File: config.mk
export PLATFORM = sky130hd
export DESIGN_NAME = bpu_update_arbiter
export DESIGN_NICKNAME = d
export VERILOG_FILES = /design/src/rtl/bpu_update_arbiter_pkg.sv /design/src/rtl/bpu_update_arbiter_fifo.sv /design/src/rtl/bpu_update_arbiter.sv
export SDC_FILE = /design/constraint.sdc
export NUM_CORES = 1
export LEC_CHECK = 0
export ABC_CLOCK_PERIOD_IN_PS = 3400
export CAP_MARGIN = 5
export CORE_ASPECT_RATIO = 2
export CORE_MARGIN = 5
export CORE_UTILIZATION = 28
export CTS_CLUSTER_SIZE = 10
export DETAILED_ROUTE_END_ITERATION = 8
export SYNTH_ARGS = -nofsm -noshare
export SYNTH_HDL_FRONTEND = slang
export SYNTH_HIERARCHICAL = 1
export SYNTH_SLANG_ARGS = --single-unit
File: constraint.sdc
create_clock -name clk -period 3.4 [get_ports clk]
set_input_delay 1.02 -clock clk [delete_from_list [all_inputs] [get_ports clk]]
set_output_delay 1.02 -clock clk [all_outputs]
set_load 0.03 [all_outputs]
File: src/rtl/bpu_update_arbiter_pkg.sv
// bpu_update_arbiter_pkg: shared BPU update payload type and arbiter default sizing.
package bpu_update_arbiter_pkg;
   localparam int BPU_UPD_FRONT_DEPTH  = 2;
   localparam int BPU_UPD_STARVE_LIMIT = 4;
   typedef struct packed {
      logic [31:0] pc;
      logic [31:0] target;
      logic        taken;
      logic        flush;
      logic        btb_update;
      logic        lpht_update;
      logic        bht_update;
   } bpu_update_t;
endpackage

File: src/rtl/bpu_update_arbiter_fifo.sv
// bpu_upd_fifo: power-of-2 FIFO with synchronous clear, occupancy count and full/empty flags.
module bpu_upd_fifo #(
   parameter int DEPTH = 2,
   parameter int WIDTH = 8,
   localparam int AW = $clog2(DEPTH),
   localparam int CW = AW + 1
) (
   input  logic             clk,
   input  logic             rst_n,
   input  logic             clr_i,
   input  logic             push_i,
   input  logic             pop_i,
   input  logic [WIDTH-1:0] data_i,
   output logic [WIDTH-1:0] data_o,
   output logic [CW-1:0]    count_o,
   output logic             full_o,
   output logic             empty_o
);
   logic [WIDTH-1:0] mem_q [DEPTH];
   logic [WIDTH-1:0] mem_d [DEPTH];
   logic [AW-1:0]    wptr_q, wptr_d, rptr_q, rptr_d;
   logic [CW-1:0]    count_q, count_d;
   always_comb begin
      mem_d   = mem_q;
      wptr_d  = wptr_q;
      rptr_d  = rptr_q;
      count_d = count_q + CW'(push_i) - CW'(pop_i);
      if (push_i) begin
         mem_d[wptr_q] = data_i;
         wptr_d        = wptr_q + 1'b1;
      end
      if (pop_i) rptr_d = rptr_q + 1'b1;
      // clear wins over a same-cycle push or pop
      if (clr_i) begin
         wptr_d  = '0;
         rptr_d  = '0;
         count_d = '0;
      end
   end
   always_ff @(posedge clk or negedge rst_n) begin
      if (!rst_n) begin
         mem_q   <= '{default: '0};
         wptr_q  <= '0;
         rptr_q  <= '0;
         count_q <= '0;
      end else begin
         mem_q   <= mem_d;
         wptr_q  <= wptr_d;
         rptr_q  <= rptr_d;
         count_q <= count_d;
      end
   end
   assign data_o  = mem_q[rptr_q];
   assign count_o = count_q;
   assign full_o  = count_q == CW'(DEPTH);
   assign empty_o = count_q == '0;
endmodule

File: src/rtl/bpu_update_arbiter.sv
// bpu_update_arbiter: shares the BPU update port between the backend (priority, lossless) and a
// queued, starvation-protected front fixer. BPU_UPD_PERF_EN adds drop/stall counters.
module bpu_update_arbiter
   import bpu_update_arbiter_pkg::*;
#(
   parameter int FRONT_DEPTH  = BPU_UPD_FRONT_DEPTH,
   parameter int STARVE_LIMIT = BPU_UPD_STARVE_LIMIT
) (
   input  logic        clk,
   input  logic        rst_n,
   input  logic        front_valid_i,
   input  bpu_update_t front_update_i,
   input  logic        back_valid_i,
   input  bpu_update_t back_update_i,
   output logic        back_ready_o,
   input  logic        back_redirect_i,
   output logic        update_valid_o,
   output bpu_update_t update_o,
   input  logic        bpu_ready_i
`ifdef BPU_UPD_PERF_EN
   ,
   output logic [31:0] front_drop_cnt_o,
   output logic [31:0] back_stall_cnt_o
`endif
);
   localparam int CW = $clog2(FRONT_DEPTH) + 1;
   logic          hold_valid_q, hold_valid_d;
   bpu_update_t   hold_q, hold_d;
   logic          update_valid_q, update_valid_d;
   bpu_update_t   update_q, update_d;
   logic [3:0]    starve_q, starve_d;
   logic          free, sel_front, sel_back, hold_pop, front_pop, front_push;
   logic          front_full, front_empty;
   logic [CW-1:0] front_count_unused;
   bpu_update_t   front_head;
   bpu_upd_fifo #(.DEPTH(FRONT_DEPTH), .WIDTH($bits(bpu_update_t))) u_front_q (
      .clk     (clk),
      .rst_n   (rst_n),
      .clr_i   (back_redirect_i),
      .push_i  (front_push),
      .pop_i   (front_pop),
      .data_i  (front_update_i),
      .data_o  (front_head),
      .count_o (front_count_unused),
      .full_o  (front_full),
      .empty_o (front_empty)
   );
   always_comb begin
      free         = !update_valid_q || bpu_ready_i;
      // a redirect purges the queue, so its head must not be granted that cycle
      sel_front    = !front_empty && !back_redirect_i &&
                     (!hold_valid_q || starve_q == 4'(STARVE_LIMIT));
      sel_back     = hold_valid_q && !sel_front;
      hold_pop     = free && sel_back;
      front_pop    = free && sel_front;
      back_ready_o = !hold_valid_q || hold_pop;
      front_push   = front_valid_i && !back_redirect_i && (!front_full || front_pop);
      hold_valid_d = (back_valid_i && back_ready_o) ? 1'b1 : hold_pop ? 1'b0 : hold_valid_q;
      hold_d       = (back_valid_i && back_ready_o) ? back_update_i : hold_q;
      update_valid_d = free ? (sel_front || sel_back) : update_valid_q;
      update_d       = !free ? update_q : sel_front ? front_head : sel_back ? hold_q : update_q;
      starve_d = starve_q;
      if (back_redirect_i || front_empty || front_pop) starve_d = '0;
      else if (hold_pop && starve_q != 4'(STARVE_LIMIT)) starve_d = starve_q + 4'd1;
   end
   always_ff @(posedge clk or negedge rst_n) begin
      if (!rst_n) begin
         hold_valid_q   <= 1'b0;
         hold_q         <= '0;
         update_valid_q <= 1'b0;
         update_q       <= '0;
         starve_q       <= '0;
      end else begin
         hold_valid_q   <= hold_valid_d;
         hold_q         <= hold_d;
         update_valid_q <= update_valid_d;
         update_q       <= update_d;
         starve_q       <= starve_d;
      end
   end
   assign update_valid_o = update_valid_q;
   assign update_o       = update_q;
`ifdef BPU_UPD_PERF_EN
   logic [31:0] drop_q, drop_d, stall_q, stall_d;
   always_comb begin
      drop_d  = (front_valid_i && !front_push && drop_q != '1) ? drop_q + 32'd1 : drop_q;
      stall_d = (back_valid_i && !back_ready_o && stall_q != '1) ? stall_q + 32'd1 : stall_q;
   end
   always_ff @(posedge clk or negedge rst_n) begin
      if (!rst_n) begin
         drop_q  <= '0;
         stall_q <= '0;
      end else begin
         drop_q  <= drop_d;
         stall_q <= stall_d;
      end
   end
   assign front_drop_cnt_o = drop_q;
   assign back_stall_cnt_o = stall_q;
`endif
endmodule

==> reports/results.ini, run 1 <==
[outcome]
outcome = completed

[timing]
max_freq_ghz = 0.3064
post-route-period-util_pct = 95.99
setup_tns_ns = 0
slew_viol_final = 0
clock_skew_ns = 0.01600
tightest_slew_ns = 1.099
finalHoldViolCount = 0
hold_ws_ns = 0.4963
setup_viol = 0
rsz0062_at_grt = no
finalCriticalPeriod_ns = 3.264
slew_headroom_pct = 26.76

[synthesis]
post-synth-top-count-cell = dfrtp_1
syn_inst = 953
yosys-top-cells-count = 286 x dfrtp_1, 256 x mux2_2, 143 x nand2_1
synthFlopType = dfrtp_1
synth.yosys.warnings = 6
synth_top_area_share_pct = 58.56
synth_seq_area_share_pct = 58.56
syn_nets = 1101
synth_async_sr_flop_share_pct = 100.0
synth-edff-count = 0
yosys-top-cells-area = dfrtp_1 59%, mux2_2 24%, nand2_1 4.4%
synth-seq-cells = 286
syn-cell-area_um2 = 12220
postSynthAreaPerCell_um2 = 12.82
synth_area_leader_cell = dfrtp_1
synth_cell_type_count = 33

[clocking]
cts-root-buf = clkbuf_16
cts_max_path_buffers = 3
clk_latency_ns = 0.51
cts_setup_buffers = 0
clkTransAtPathRegs_ns = 0.05
cts_made_buffers = 34
hold_buffers = 0
cts_max_level = 2
tritoncts = yes
clock_sinks = 286
post_cts_resized = 0

[global_routing]
grtUsageTotal_pct = 13.40
grt_pass1_wl_um = 50480
grt_max_degree = 89
antenna_found_initial = 11
gr-total-overflow = 0
first_global_vias = 8958

[floorplan]
std_cell_rows = 108
initial_core_util_pct = 28.17
die_area_um2 = 48180
fp.dieH_um = 305.4
fp.dieW_um = 157.7
ioPinCount = 215
core-area_um2 = 43380

[hold_path]
hold_path.class = reg -> reg

[final_layout]
ff_latch_area_um2 = 7161
num-fill-cells = 4242
utilization_pct = 36.84
multi_input_comb_area_um2 = 4736
layout-drive-gt1-share_pct = 28.95
finalInstanceArea_um2 = 15980
finish.net_count = 1316
syn2layout_area_growth_pct = 30.75

[routing]
wl_um = 32210
dr.pass1.iters = 4
vias_per_cell = 4.633
drc_errors = 0
wl_per_cell_um = 18.61
ant_nets = 0
via_count = 8019
initialDrtViolationCount = 262

[critical_path]
cp-start-kind = input pin
cp-end-kind = primary output
crit_required_ns = 2.38
crit_arrival_ns = 2.24
path_class = in -> out
crit_path_max_fanout = 5

[run]
drv_cap = 0

[power_and_ir_drop]
power_density_nw_per_um2 = 675.7
vdd_drop_max_uv = 388.1
p_leak_nw = 6.614

[place]
hpwl_um = 21890
placed_area_um2 = 15060
gp_congestion = 0.7369
portBuffers = 214

==> power breakdown <==
group | internal, mW | leakage (nW) | total, mW | switching [mW]
combinational | 1.49 | 2.82 | 2.82 | 1.33
sequential | 4.33 | 3.35 | 4.82 | 0.488
clock | 1.82 | 0.442 | 3.16 | 1.34
total | 7.64 | 6.61 | 10.8 | 3.16
==> worst max-delay path, stage by stage <==
cell and delay [ns]:
clkdlybuf4s50_1 0.49, or2_1 0.31, a21oi_4 0.14, o21ai_1 0.09
buf_4 0.19
==> kinds of logic (layout without fill, tap and decap cells) <==
family,Yosys count,in the layout,share of synthesized area [%]
AO/OA/AOI/OAI,81,81,4.228
XOR/XNOR,3,3,0.3276
adder cells (fa/ha/maj),4,4,0.4096
buffers and inverters,66,284,3.051
flip-flops,286,286,58.56
multiplexers,276,276,25.74
other,0,10,0
AND/OR/NAND/NOR,237,237,7.679
==> sequential cells by signal (all words and copies together) (netlist names) <==
name               count
u_front_q/mem_q      138
hold_q                69
update_o              69
starve_q               4
u_front_q/count_o      2
hold_valid_q           1
u_front_q/rptr_q       1
u_front_q/wptr_q       1
update_valid_o         1
==> per-stage QoR <==
step | total power [mW] | std cells | worst slack (ns)
2_1_floorplan | 6.541 | 953 | 0.2979
3_3_place_gp | 7.618 | 1682 | 0.03974
3_5_place_dp | 7.734 | 1682 | 0.08781
4_1_cts | 10.98 | 1721 | 0.06866
5_1_grt | 11.39 | 1729 | 0.05841
6_report | 10.80 | 1731 | 0.1365
==> final cells by class <==
type / instances / share of cell area, %
clock inverters: 2 / 0.08614
diodes: 10 / 0.1566
well taps: 550 / 4.307
clock buffers: 37 / 5.529
inverters: 5 / 0.1175
flip-flops and latches: 286 / 44.82
multi-input cells: 601 / 29.64
repair buffers: 240 / 15.35
==> worst paths after layout <==
kind                                 start                    to  slack, ns  cells past startpoint
setup / recovery           back_redirect_i          back_ready_o       0.14                      5
hold reg to reg                 hold_q[26]            hold_q[26]       0.50                      1
setup reg to reg               starve_q[0]   u_front_q/mem_q[47]       0.93                     10
max in group asynchronous            rst_n  u_front_q/mem_q[114]       2.03                      2
hold / removal                  hold_q[26]            hold_q[26]       0.50                      1
min in group asynchronous            rst_n             hold_q[8]       0.53                      1
==> metal layers <==
metal | GRT usage (%) | wire [um] | up-vias
met5 | 0 | 7 | -
met4 | 6.329 | 1220 | 2
met3 | 2.449 | 1462 | 60
met2 | 25.34 | 18210 | 179
met1 | 13.86 | 11310 | 4058
li1 | - | - | 3720
==> placed cells by master, fill, tap and decap left out, drive strengths merged <==
master           n
o311ai           1
inv              6
ha               4
and3b            2
xnor2            2
diode           10
nand2          143
nor3b            1
nand2b           1
nor2            77
clkbuf          37
dfrtp          286
clkdlybuf4s50  212
nor3             1
a31oi           69
nand3            1
nor2b            5
clkinv           1
nor4             1
o21ai            5
buf             28
a21oi            6
mux2           276
or3              1
or2              1
and2             1
xnor3            1
nand3b           2
Note: power is estimated with default switching activity, not from simulation.
==> run 2: changes to the inputs <==
--- a/config.mk
+++ b/config.mk
@@ -5,13 +5,15 @@
 export SDC_FILE = /design/constraint.sdc
 export NUM_CORES = 1
 export LEC_CHECK = 0
-export ABC_CLOCK_PERIOD_IN_PS = 3400
+export ABC_CLOCK_PERIOD_IN_PS = 3200
 export CAP_MARGIN = 5
 export CORE_ASPECT_RATIO = 2
 export CORE_MARGIN = 5
-export CORE_UTILIZATION = 28
+export CORE_UTILIZATION = 53
 export CTS_CLUSTER_SIZE = 10
 export DETAILED_ROUTE_END_ITERATION = 8
+export PLACE_DENSITY = 0.8
+export SLEW_MARGIN = 20
 export SYNTH_ARGS = -nofsm -noshare
 export SYNTH_HDL_FRONTEND = slang
 export SYNTH_HIERARCHICAL = 1
==> constraint.sdc (replaced) <==
create_clock -name clk -period 3.2 [get_ports clk]
set_input_delay 0.96 -clock clk [delete_from_list [all_inputs] [get_ports clk]]
set_output_delay 0.96 -clock clk [all_outputs]
set_load 0.03 [all_outputs]
==> run 2 against run 1 <==
  * Worst hold slack worse by 0.055 ns
  * Critical endpoint unchanged
  * Sequential power increased by 6.2%
  * Non-clock buffer count down 1
  * Die area decreased by 45%
==> reports/results.ini, run 2 (synthesized netlist as in run 1, its figures left out) <==
[outcome]
outcome = completed  ; unchanged

[final_layout]
largest_reg_flops = 138  ; unchanged
finish.net_count = 1315  ; was 1316
final_cells = 1457  ; was 1731
num-fill-cells = 1649  ; was 4242
regMostFlops = u_front_q/mem_q  ; unchanged
ff_latch_area_um2 = 7161  ; unchanged
final_cell_mix = 285 x dfrtp_1, 256 x mux2_2, 212 x clkdlybuf4s50_1  ; unchanged
multi_input_comb_area_um2 = 4736  ; unchanged
utilization_pct = 69.26  ; was 36.84%
finalInstanceArea_um2 = 15750  ; was 15980 um^2
syn2layout_area_growth_pct = 28.88  ; was 30.75%
layout-drive-gt1-share_pct = 28.97  ; was 28.95%
final_common_cell = dfrtp_1  ; unchanged

[critical_path]
cp-start-kind = input pin  ; unchanged
crit_required_ns = 2.24  ; was 2.38 ns
max_stage_delay_ns = 0.44  ; was 0.49 ns
cp_cell_sequence = clkdlybuf4s50_1 > or2_1 > a21oi_4 > o21ai_1 > buf_4  ; unchanged
cp-end-kind = primary output  ; unchanged
crit_path_max_fanout = 3  ; was 5
reg2reg_depth = 10  ; unchanged
path_class = in -> out  ; unchanged
slowest_stage = clkdlybuf4s50_1  ; unchanged
crit_arrival_ns = 2.17  ; was 2.24 ns

[global_routing]
first_global_vias = 9148  ; was 8958
antenna_found_initial = 8  ; was 11
grt_max_degree = 77  ; was 89
grtUsageTotal_pct = 21.67  ; was 13.40%
grt_pass1_wl_um = 46440  ; was 50480 um
gr-total-overflow = 0  ; unchanged

[timing]
worst_slack_ns = 0.06880  ; was 0.1365 ns
max_freq_ghz = 0.3194
tightest_slew_ns = 1.075  ; was 1.099 ns
clock_skew_ns = 0.01435  ; was 0.01600 ns
slew_headroom_pct = 28.31  ; was 26.76%
setup_viol = 0  ; unchanged
finalHoldViolCount = 0  ; unchanged
hold_ws_ns = 0.4418  ; was 0.4963 ns
setup_tns_ns = 0  ; unchanged
rsz0062_at_grt = no  ; unchanged
finalCriticalPeriod_ns = 3.131
slew_viol_final = 0  ; unchanged
post-route-period-util_pct = 97.85

[power_and_ir_drop]
power.share.clock_pct = 29.9  ; was 29.3%
p_int_mw = 8.299  ; was 7.638 mW
switchingPower_mw = 3.279  ; was 3.159 mW
vdd_drop_max_uv = 494.7  ; was 388.1 uV
power_density_nw_per_um2 = 735.1  ; was 675.7 nW/um^2
finalPower_mw = 11.58  ; was 10.80 mW
netSwitchingFraction_pct = 28.32  ; was 29.26%
p_leak_nw = 6.656  ; was 6.614 nW
power.share.sequential_pct = 44.2  ; was 44.6%
p_comb_share_pct = 25.9  ; was 26.1%

[floorplan]
core-area_um2 = 22740  ; was 43380 um^2
fp.dieH_um = 224.7  ; was 305.4 um
die_area_um2 = 26380  ; was 48180 um^2
ioPinCount = 215  ; unchanged
fp.dieW_um = 117.4  ; was 157.7 um
initial_core_util_pct = 53.74  ; was 28.17%
std_cell_rows = 78  ; was 108

[routing]
wl_per_cell_um = 19.78  ; was 18.61 um
vias_per_cell = 5.561  ; was 4.633
wl_met3_um = 1181  ; was 1462 um
initialDrtViolationCount = 456  ; was 262
routed-wl-met2_um = 16270  ; was 18210 um
ant_nets = 0  ; unchanged
wl_um = 28820  ; was 32210 um
via_count = 8103  ; was 8019
topRoutingLayerUsed = met5  ; unchanged
dr.pass1.iters = 4  ; unchanged
drc_errors = 0  ; unchanged
wl_met1_um = 10230  ; was 11310 um

[clocking]
cts_max_path_buffers = 3  ; unchanged
cts_made_buffers = 34  ; unchanged
clock_sinks = 286  ; unchanged
hold_buffers = 0  ; unchanged
tritoncts = yes  ; unchanged
clkTransAtPathRegs_ns = 0.05  ; about the same
cts_max_level = 2  ; unchanged
clk_latency_ns = 0.50  ; was 0.51 ns
cts-root-buf = clkbuf_16  ; unchanged

[place]
gp_congestion = 0.8076  ; was 0.7369
dp.cells = 1411  ; was 1682
portBuffers = 214  ; unchanged
hpwl_um = 19150  ; was 21890 um
placed_area_um2 = 14770  ; was 15060 um^2
post-place-ws_ns = -0.003394  ; was 0.08781 ns

[run]
drv_cap = 0  ; unchanged

[hold_path]
hold_path.class = in -> async  ; was reg -> reg

==> run 2: changes by cell type in the layout (fill, tap and decap cells not counted), sizes merged <==
cell and change:
diode -3, bufinv +1, clkbuf +1, clkinv -1, buf -1, inv -1
==> run 2: what timing repair did <==
action | CTS | global route
buffers inserted | 0 | 0
endpoints found under the setup margin | 1 | 0
resized for setup | 1 | 0
==> run 2: routing by layer <==
layer,vias to the layer above,global-route usage [%]
met5,-,0
met4,2,10.38
met3,68,3.498
li1,3705,-
met2,198,41.17
met1,4130,22.93
==> run 2: worst max-delay path, delay by kind of cell <==
kind,cells,cell delay [ns]
buffers and inverters,2,0.64
AO/OA/AOI/OAI,2,0.29
AND/OR/NAND/NOR,1,0.27
==> run 2: final timing paths <==
path / from / end / slack, ns
hold / removal: rst_n / u_front_q/mem_q[36] / 0.44
max in group asynchronous: rst_n / update_o[49] / 1.96
min in group clk: hold_q[26] / hold_q[26] / 0.49
setup / recovery: back_redirect_i / back_ready_o / 0.07
hold reg to reg: hold_q[26] / hold_q[26] / 0.49
setup reg to reg: starve_q[0] / u_front_q/mem_q[21] / 0.80
==> run 2: layout make-up <==
type | instances | share of cell area [%]
flip-flops and latches | 286 | 45.46
diodes | 7 | 0.1112
inverters | 5 | 0.1192
well taps | 280 | 2.224
repair buffers | 239 | 15.92
clock inverters | 1 | 0.1907
multi-input cells | 601 | 30.07
clock buffers | 38 | 5.902
==> run 2: power groups by stage <==
stage | clock (mW) | combinational (mW) | sequential [mW]
global route | 3.67 | 3.23 | 5.23
CTS | 3.54 | 3.04 | 5.12
global placement | 0 | 2.94 | 5.11
detailed placement | 0 | 3.02 | 5.17
finish | 3.46 | 3.00 | 5.12
floorplan | 0 | 1.41 | 5.54
==> run 3: changes to the inputs <==
--- a/config.mk
+++ b/config.mk
@@ -13,6 +13,7 @@
 export CTS_CLUSTER_SIZE = 10
 export DETAILED_ROUTE_END_ITERATION = 8
 export PLACE_DENSITY = 0.8
+export SKIP_LAST_GASP = 1
 export SLEW_MARGIN = 20
 export SYNTH_ARGS = -nofsm -noshare
 export SYNTH_HDL_FRONTEND = slang
==> results of run 3 <==
The final DEF is identical to that of run 2; final timing and power are the same.
